--- src/rtl/vend_change_controller.sv ---
// Vending credit/change controller: accumulates coins, validates selections
// against a price table, handshakes a vend request, then pays change.
module vend_change_controller #(
  parameter int NUM_PRODUCTS = 4,
  parameter int CREDIT_W = 4,
  parameter int COIN_W = 3,
  parameter logic [NUM_PRODUCTS*CREDIT_W-1:0] PRICES =
    {4'd7, 4'd5, 4'd4, 4'd3},
  localparam int SEL_W =
    (NUM_PRODUCTS > 1) ? $clog2(NUM_PRODUCTS) : 1
) (
  input  logic                clk,
  input  logic                rst_n,
  input  logic                coin_valid,
  input  logic [COIN_W-1:0]   coin_value,
  input  logic                sel_valid,
  input  logic [SEL_W-1:0]    sel_id,
  input  logic                cancel,
  output logic                vend_valid,
  output logic [SEL_W-1:0]    vend_id,
  input  logic                vend_ready,
  output logic                change_pulse,
  output logic [CREDIT_W-1:0] credit,
  output logic                reject,
  output logic                busy
);

  localparam int SUM_W =
    ((CREDIT_W > COIN_W) ? CREDIT_W : COIN_W) + 1;
  localparam logic [SUM_W-1:0] CREDIT_MAX =
    SUM_W'({CREDIT_W{1'b1}});

  typedef enum logic [1:0] {
    S_IDLE,
    S_CREDIT,
    S_VEND,
    S_REFUND
  } state_t;

  state_t              state;
  state_t              nxt_state;
  logic [CREDIT_W-1:0] nxt_credit;
  logic [CREDIT_W-1:0] price;
  logic [SEL_W-1:0]    nxt_vend_id;
  logic                nxt_reject;
  logic [SUM_W-1:0]    sum;
  logic                accepting;
  logic                sel_ok;
  logic                coin_ovf;

  always_comb begin
    price = '0;
    for (int i = 0; i < NUM_PRODUCTS; i++) begin
      if (sel_id == SEL_W'(i)) begin
        price = PRICES[i*CREDIT_W +: CREDIT_W];
      end
    end
  end

  assign accepting = (state == S_IDLE) ||
                     (state == S_CREDIT);
  assign sel_ok = (32'(sel_id) < 32'(NUM_PRODUCTS)) &&
                  (credit >= price);
  assign sum = SUM_W'(credit) + SUM_W'(coin_value);
  assign coin_ovf = sum > CREDIT_MAX;

  // Priority while accepting: cancel, then select, then coin.
  always_comb begin
    nxt_state   = state;
    nxt_credit  = credit;
    nxt_vend_id = vend_id;
    nxt_reject  = 1'b0;
    unique case (1'b1)
      accepting && cancel: begin
        nxt_reject = coin_valid;
        if (state == S_CREDIT) begin
          nxt_state = S_REFUND;
        end
      end
      accepting && !cancel && sel_valid: begin
        nxt_reject = coin_valid || !sel_ok;
        if (sel_ok) begin
          nxt_credit  = credit - price;
          nxt_vend_id = sel_id;
          nxt_state   = S_VEND;
        end
      end
      accepting && !cancel && !sel_valid && coin_valid: begin
        if (coin_ovf) begin
          nxt_reject = 1'b1;
        end else begin
          nxt_credit = sum[CREDIT_W-1:0];
          if (sum != '0) begin
            nxt_state = S_CREDIT;
          end
        end
      end
      accepting && !cancel && !sel_valid && !coin_valid: begin
        nxt_state = state;
      end
      state == S_VEND: begin
        nxt_reject = coin_valid;
        if (vend_ready) begin
          nxt_state = (credit == '0) ? S_IDLE : S_REFUND;
        end
      end
      state == S_REFUND: begin
        nxt_reject = coin_valid;
        if (credit <= CREDIT_W'(1)) begin
          nxt_state  = S_IDLE;
          nxt_credit = '0;
        end else begin
          nxt_credit = credit - CREDIT_W'(1);
        end
      end
      default: nxt_state = S_IDLE;
    endcase
  end

  always_ff @(posedge clk or negedge rst_n) begin
    if (!rst_n) begin
      state        <= S_IDLE;
      credit       <= '0;
      vend_id      <= '0;
      reject       <= 1'b0;
      vend_valid   <= 1'b0;
      change_pulse <= 1'b0;
      busy         <= 1'b0;
    end else begin
      state        <= nxt_state;
      credit       <= nxt_credit;
      vend_id      <= nxt_vend_id;
      reject       <= nxt_reject;
      vend_valid   <= nxt_state == S_VEND;
      change_pulse <= nxt_state == S_REFUND;
      busy         <= (nxt_state == S_VEND) ||
                      (nxt_state == S_REFUND);
    end
  end

endmodule

--- config.mk ---
export PLATFORM = sky130hd
export DESIGN_NAME = vend_change_controller
export DESIGN_NICKNAME = d
export VERILOG_FILES = /design/src/rtl/vend_change_controller.sv
export SDC_FILE = /design/constraint.sdc
export NUM_CORES = 1
export LEC_CHECK = 0
export CAP_MARGIN = 15
export CORE_MARGIN = 2
export CORE_UTILIZATION = 45
export DETAILED_ROUTE_END_ITERATION = 10
export GPL_TIMING_DRIVEN = 0
export PLACE_DENSITY = 0.78
export SETUP_SLACK_MARGIN = 0.1
export SLEW_MARGIN = 25
export SYNTH_ARGS = -nofsm -noshare
export SYNTH_HDL_FRONTEND = slang
export SYNTH_SLANG_ARGS = --single-unit
--- constraint.sdc ---
create_clock -name clk -period 3 [get_ports clk]
set_input_delay 0.6 -clock clk [delete_from_list [all_inputs] [get_ports clk]]
set_output_delay 0.6 -clock clk [all_outputs]
set_load 0.005 [all_outputs]
== Word-level counts from Yosys, hierarchy flattened ==
Cells that the tools add are included.

* Output and inout port bits: 10
* Bits in latches: 0
* Logic and storage cells: 62
* Bits in read-only memories: 0
* Register bits: 12
* Input bits: 11
* Memories: 0
* Memory bits (writable): 0

* Div/mod/pow operators: 0
* Mux-type cells: 18
* $add $sub $neg: 3
* $lt $le $gt $ge: 3
* Shift-type cells: 0
* Reductions and logical operators: 21
* Eq/ne operators: 10
* Bitwise gates (word level): 0
* Multipliers: 0

{| class="wikitable"
|+ Operators by type and width
! kind !! count
|-
| $mux 2 || 8
|-
| $eq 2x2->1 const B || 6
|-
| $mux 4 || 3
|-
| $pmux 2 s6 || 1
|-
| $pmux 4 s3 || 1
|-
| $mux 3 || 3
|-
| $logic_and 1x1->1 || 6
|-
| $add 4x3->5 || 1
|-
| $gt 5x4->1 const B || 1
|-
| $reduce_bool 5->1 || 1
|-
| $eq 2x1->1 const B || 2
|-
| $ge 4x4->1 || 1
|-
| $le 4x1->1 const B || 1
|-
| $logic_not 1->1 || 4
|-
| $logic_not 2->1 || 2
|-
| $logic_not 4->1 || 1
|-
| $ne 2x2->1 const B || 2
|-
| $sub 4x1->4 const B || 1
|-
| $sub 4x4->4 || 1
|-
| $logic_or 1x1->1 || 3
|-
| $pmux 1 s3 || 1
|-
| $reduce_and 3->1 || 1
|-
| $reduce_bool 3->1 || 1
|-
| $reduce_or 3->1 || 1
|-
| other kinds (2) || 2
|}

== Longest topological paths before layout ==
* Depth after elaboration: 10
* Mapped depth: 11
* Gate-level depth less buffers: 11

== Worst setup path before layout ==
OpenSTA, ideal clock, no wires.

* Path kind: input -> register
* From: input sel_id[1]
* To: register credit[3]
* Buffers on the path: 0
* Stages on the path: 10
* Slack: 561 ps
* Setup time: 124 ps
* Required time: 2876 ps
* Arrival time: 2315 ps
* Cells stage by stage: inv_1 -> ha_1 -> inv_1 -> ha_1 -> inv_1 -> fa_1 -> a211oi_1 -> a2111o_1 -> o2bb2ai_2 -> o31a_1

* Longest elaborated chain between the ends: 8
* Elaborated cells between the ends (all ways): 14
* Those cells by class: add/sub: 1; order compare: 1; eq/ne: 4; mux: 6; reduce/logical: 2

{| class="wikitable"
|+ RTL lines
! what !! line !! text
|-
| from (decl) || 17 || <nowiki>input logic [SEL_W-1:0] sel_id,</nowiki>
|-
| $logic_not 2->1 || 54 || <nowiki>if (sel_id == SEL_W'(i)) begin</nowiki>
|-
| $mux 2 || 54 ||
|-
| $mux 3 (2 in a row) || 54 ||
|-
| $mux 3 * || 54 ||
|-
| $sub 4x4->4 / $ge 4x4->1 (equally long branches) || 83, 63 ||
|-
| $mux 4 / $ne 2x2->1 (equally long branches) || n/a ||
|-
| $pmux 4 s3 / $reduce_and 3->1 (equally long branches) || n/a ||
|-
| to (signal assigned) || 131 || <nowiki>credit <= nxt_credit;</nowiki>
|-
| to (decl) || 23 || <nowiki>output logic [CREDIT_W-1:0] credit,</nowiki>
|}

Every way passes the cells marked *; elsewhere a longest branch is shown, timed or not. The select of a mux whose other input is x is not followed.
A chain may end at the register's enable or synchronous reset.

== Worst setup path after layout ==
* From: input sel_id[0]
* To: register credit[3]

Same word-level chain as after synthesis.

==> flow_summary.toml <==
[outcome]
status = "finished, final reports clean"

[cells_and_area]
final_cell_mix = "clkdlybuf4s50_1 (20), inv_1 (11), nand2_1 (11), dfrtp_1 (11), ha_1 (10)"
drive_above_1_share_pct = 9.30
multi_input_area_sq_um = 612
seq_area_sq_um = 275
num-fill-cells = 178
antennaDiodeCount = 0
fin_nets = 153
area_delta_synth_final_pct = 30.1
layout.cells.non_filler = 156
final_common_cell = "clkdlybuf4s50_1"
postLayoutCoreUtil_pct = 61.7

[hold_path]
hold_class = "flip-flop to flip-flop"
min_path_cells = 2

[setup_path]
crit_fanout = 7
cp-end-kind = "flip-flop"
regToRegSetupSlack_ps = 730
reg2regPathDepth = 8
crit_arrival_ps = 2950
cp.required_ps = 3170
critical_path_class = "input port to flip-flop"
cp-start-kind = "input port"

[placement]
dp_cells = 150
gp_congestion = 0.873
port_buffers = 20
hpwl_microns = 1770

[timing]
drv_slew = 0
rsz0062_at_grt = "false"
setup_violations = 0
hold_viol = 0
max_freq_ghz = 0.359
fin_tns_setup_ps = 0
tightest_slew_ps = 505
skew_ps = 5.45
maxSlewHeadroom_pct = 66.2
period_share_pct = 92.9
fin_crit_ps = 2790

[drt]
first_pass_iters = 4
wirelength_microns = 2290
antenna_left = 0
drcViolationCount = 0
vias = 905
initialDrtViolationCount = 19
wl_per_cell_microns = 14.6
vias_per_cell = 5.80

[floorplanning]
die_w_microns = 49.5
initial_core_util_pct = 47.4
coreArea_sq_mm = 0.00196
num_rows = 16
die_area_sq_mm = 0.00245
ios = 21
die_h_microns = 49.5

[synthesis]
synth_compound_area_share_pct = 26.2
synth_area_sq_um = 931
syn_area_per_cell_sq_um = 9.04
synth.area.top_cells = "dfrtp_1 (30%), ha_1 (13%), o21ai_0 (4.8%)"
netlist.area_leader.share_pct = 29.6
synth_fa_ha_area_share_pct = 17.7
synth_xor_xnor_area_share_pct = 2.82
ys_seq_area_share_pct = 29.6
synth_top_family_by_area = "compound AO/OA/AOI/OAI gates"
synth_nets = 126
synth.distinct_cells = 35
synthMuxAreaShare_pct = 0
syn_inst = 103
synth_top_area_cell = "dfrtp_1"
synthSimpleGateAreaFrac_pct = 18.4
synth.ff_latch_count = 11
yosys_warnings = 0

[clock_tree]
clock-sinks = 11
clk_path_buf_depth = 2
cts_buffers = 3
htreeDepth = 1
clkLatencyLatePin_ps = 280
cts-hold-fix-buffers = 0
root_buffer = "clkbuf_4"
cts.clk_slew.worst_paths_ps = 70
cts_tree = "yes"

[power]
powerDensity_mw_per_mm2 = 991
vdd_drop_max_mv = 0.564
total_power_w = 0.00120
p_leak_nw = 0.528

[global_route]
grt_usage_pct = 20.7
grt_pass1_vias = 919
antenna_found_initial = 0
grt.overflow.total = 0
grt_start_max_net_pins = 12
grt_pass1_wl_microns = 3860

[flow_run]
cap_viol_max_count = 0
-- worst paths after layout --
check	start	to
max in group asynchronous	rst_n	vend_id[1]$_DFFE_PN0P_
worst min register to register	vend_id[1]$_DFFE_PN0P_	vend_id[1]$_DFFE_PN0P_
worst min-delay path	vend_id[1]$_DFFE_PN0P_	vend_id[1]$_DFFE_PN0P_
worst max-delay path	sel_id[0]	credit[3]$_DFFE_PN0P_
min in group asynchronous	rst_n	vend_id[0]$_DFFE_PN0P_
worst max register to register	credit[0]$_DFFE_PN0P_	credit[0]$_DFFE_PN0P_
-- synth_stat cells --
cell type   n
nand4_1     1
buf_4       1
nor3b_1     1
nand3b_1    1
o32a_2      1
ha_1       10
inv_1      11
xnor2_1     2
xor2_1      1
o22ai_1     1
o211ai_1    2
and3_1      1
a311o_1     2
a21boi_0    1
nor4b_2     1
a211oi_1    2
o21ai_0     9
fa_1        2
nand3_1     3
a2111o_1    1
nor2_1      7
nand2_1    11
o31a_1      2
or4b_4      1
a31oi_1     1
and3b_1     1
o2bb2ai_2   1
a21oi_1     7
o311a_1     1
o31ai_4     1
nor2b_1     2
nor3_1      1
dfrtp_1    11
a21o_1      1
and2_1      1
-- worst max-delay path, cell delays in order --
cell and delay (ps):
clkdlybuf4s50_1 480, inv_1 50, ha_1 320, ha_1 310
nand3_1 150, a2111o_1 510, o2bb2ai_2 200, o31a_1 330
-- power by group --
group | switching [W] | internal, W | total (W)
clock network | 0.0000520 | 0.0000516 | 0.000104
logic | 0.000395 | 0.000389 | 0.000784
registers | 0.0000928 | 0.000219 | 0.000312
total | 0.000540 | 0.000660 | 0.00120
-- timing repair --
item / in CTS / in global routing
endpoints found under the setup margin: 2 / 3
pin swaps: 0 / 1
buffers inserted: 0 / 2
gates resized for setup: 1 / 0
-- registers in the layout, indices dropped and copies added (netlist names) --
| signal | count |
|---|---|
| busy | 1 |
| change_pulse | 1 |
| credit | 4 |
| reject | 1 |
| state | 1 |
| vend_id | 2 |
| vend_valid | 1 |
-- kinds of logic after synthesis --
group | count (synthesis)
AOI/OAI and AO/OA | 33
xor gates and xnor gates | 3
adders and majority gates | 12
buffers and inverters | 12
DFF | 11
and+or+nand+nor | 32
-- metrics by stage --
step / cell area [sq um] / hold WS (ps) / setup slack [ps]
after detailed placement: 1160 / 474 / -221
after floorplan: 931 / 304 / 561
final: 1210 / 479 / 213
after global placement: 1160 / 464 / -131
after CTS: 1200 / 489 / 203
after global routing: 1210 / 518 / 135
-- final cells by class --
class / instances / area share, %
Inverter: 11 / 3.41
Tap cell: 27 / 2.79
Buffer: 1 / 0.620
Multi-Input combinational cell: 80 / 50.5
Timing Repair Buffer: 22 / 17.8
Sequential cell: 11 / 22.7
Clock buffer: 4 / 2.17
-- routing by layer --
layer / vias up / track usage, % / wire length (microns)
met1: 439 / 23.2 / 960
met5: - / 0 / 0
met2: 28 / 34.5 / 1120
met4: 0 / 10.6 / 62
li1: 427 / - / -
met3: 11 / 7.58 / 137
Power figures use the tool's default switching activity.
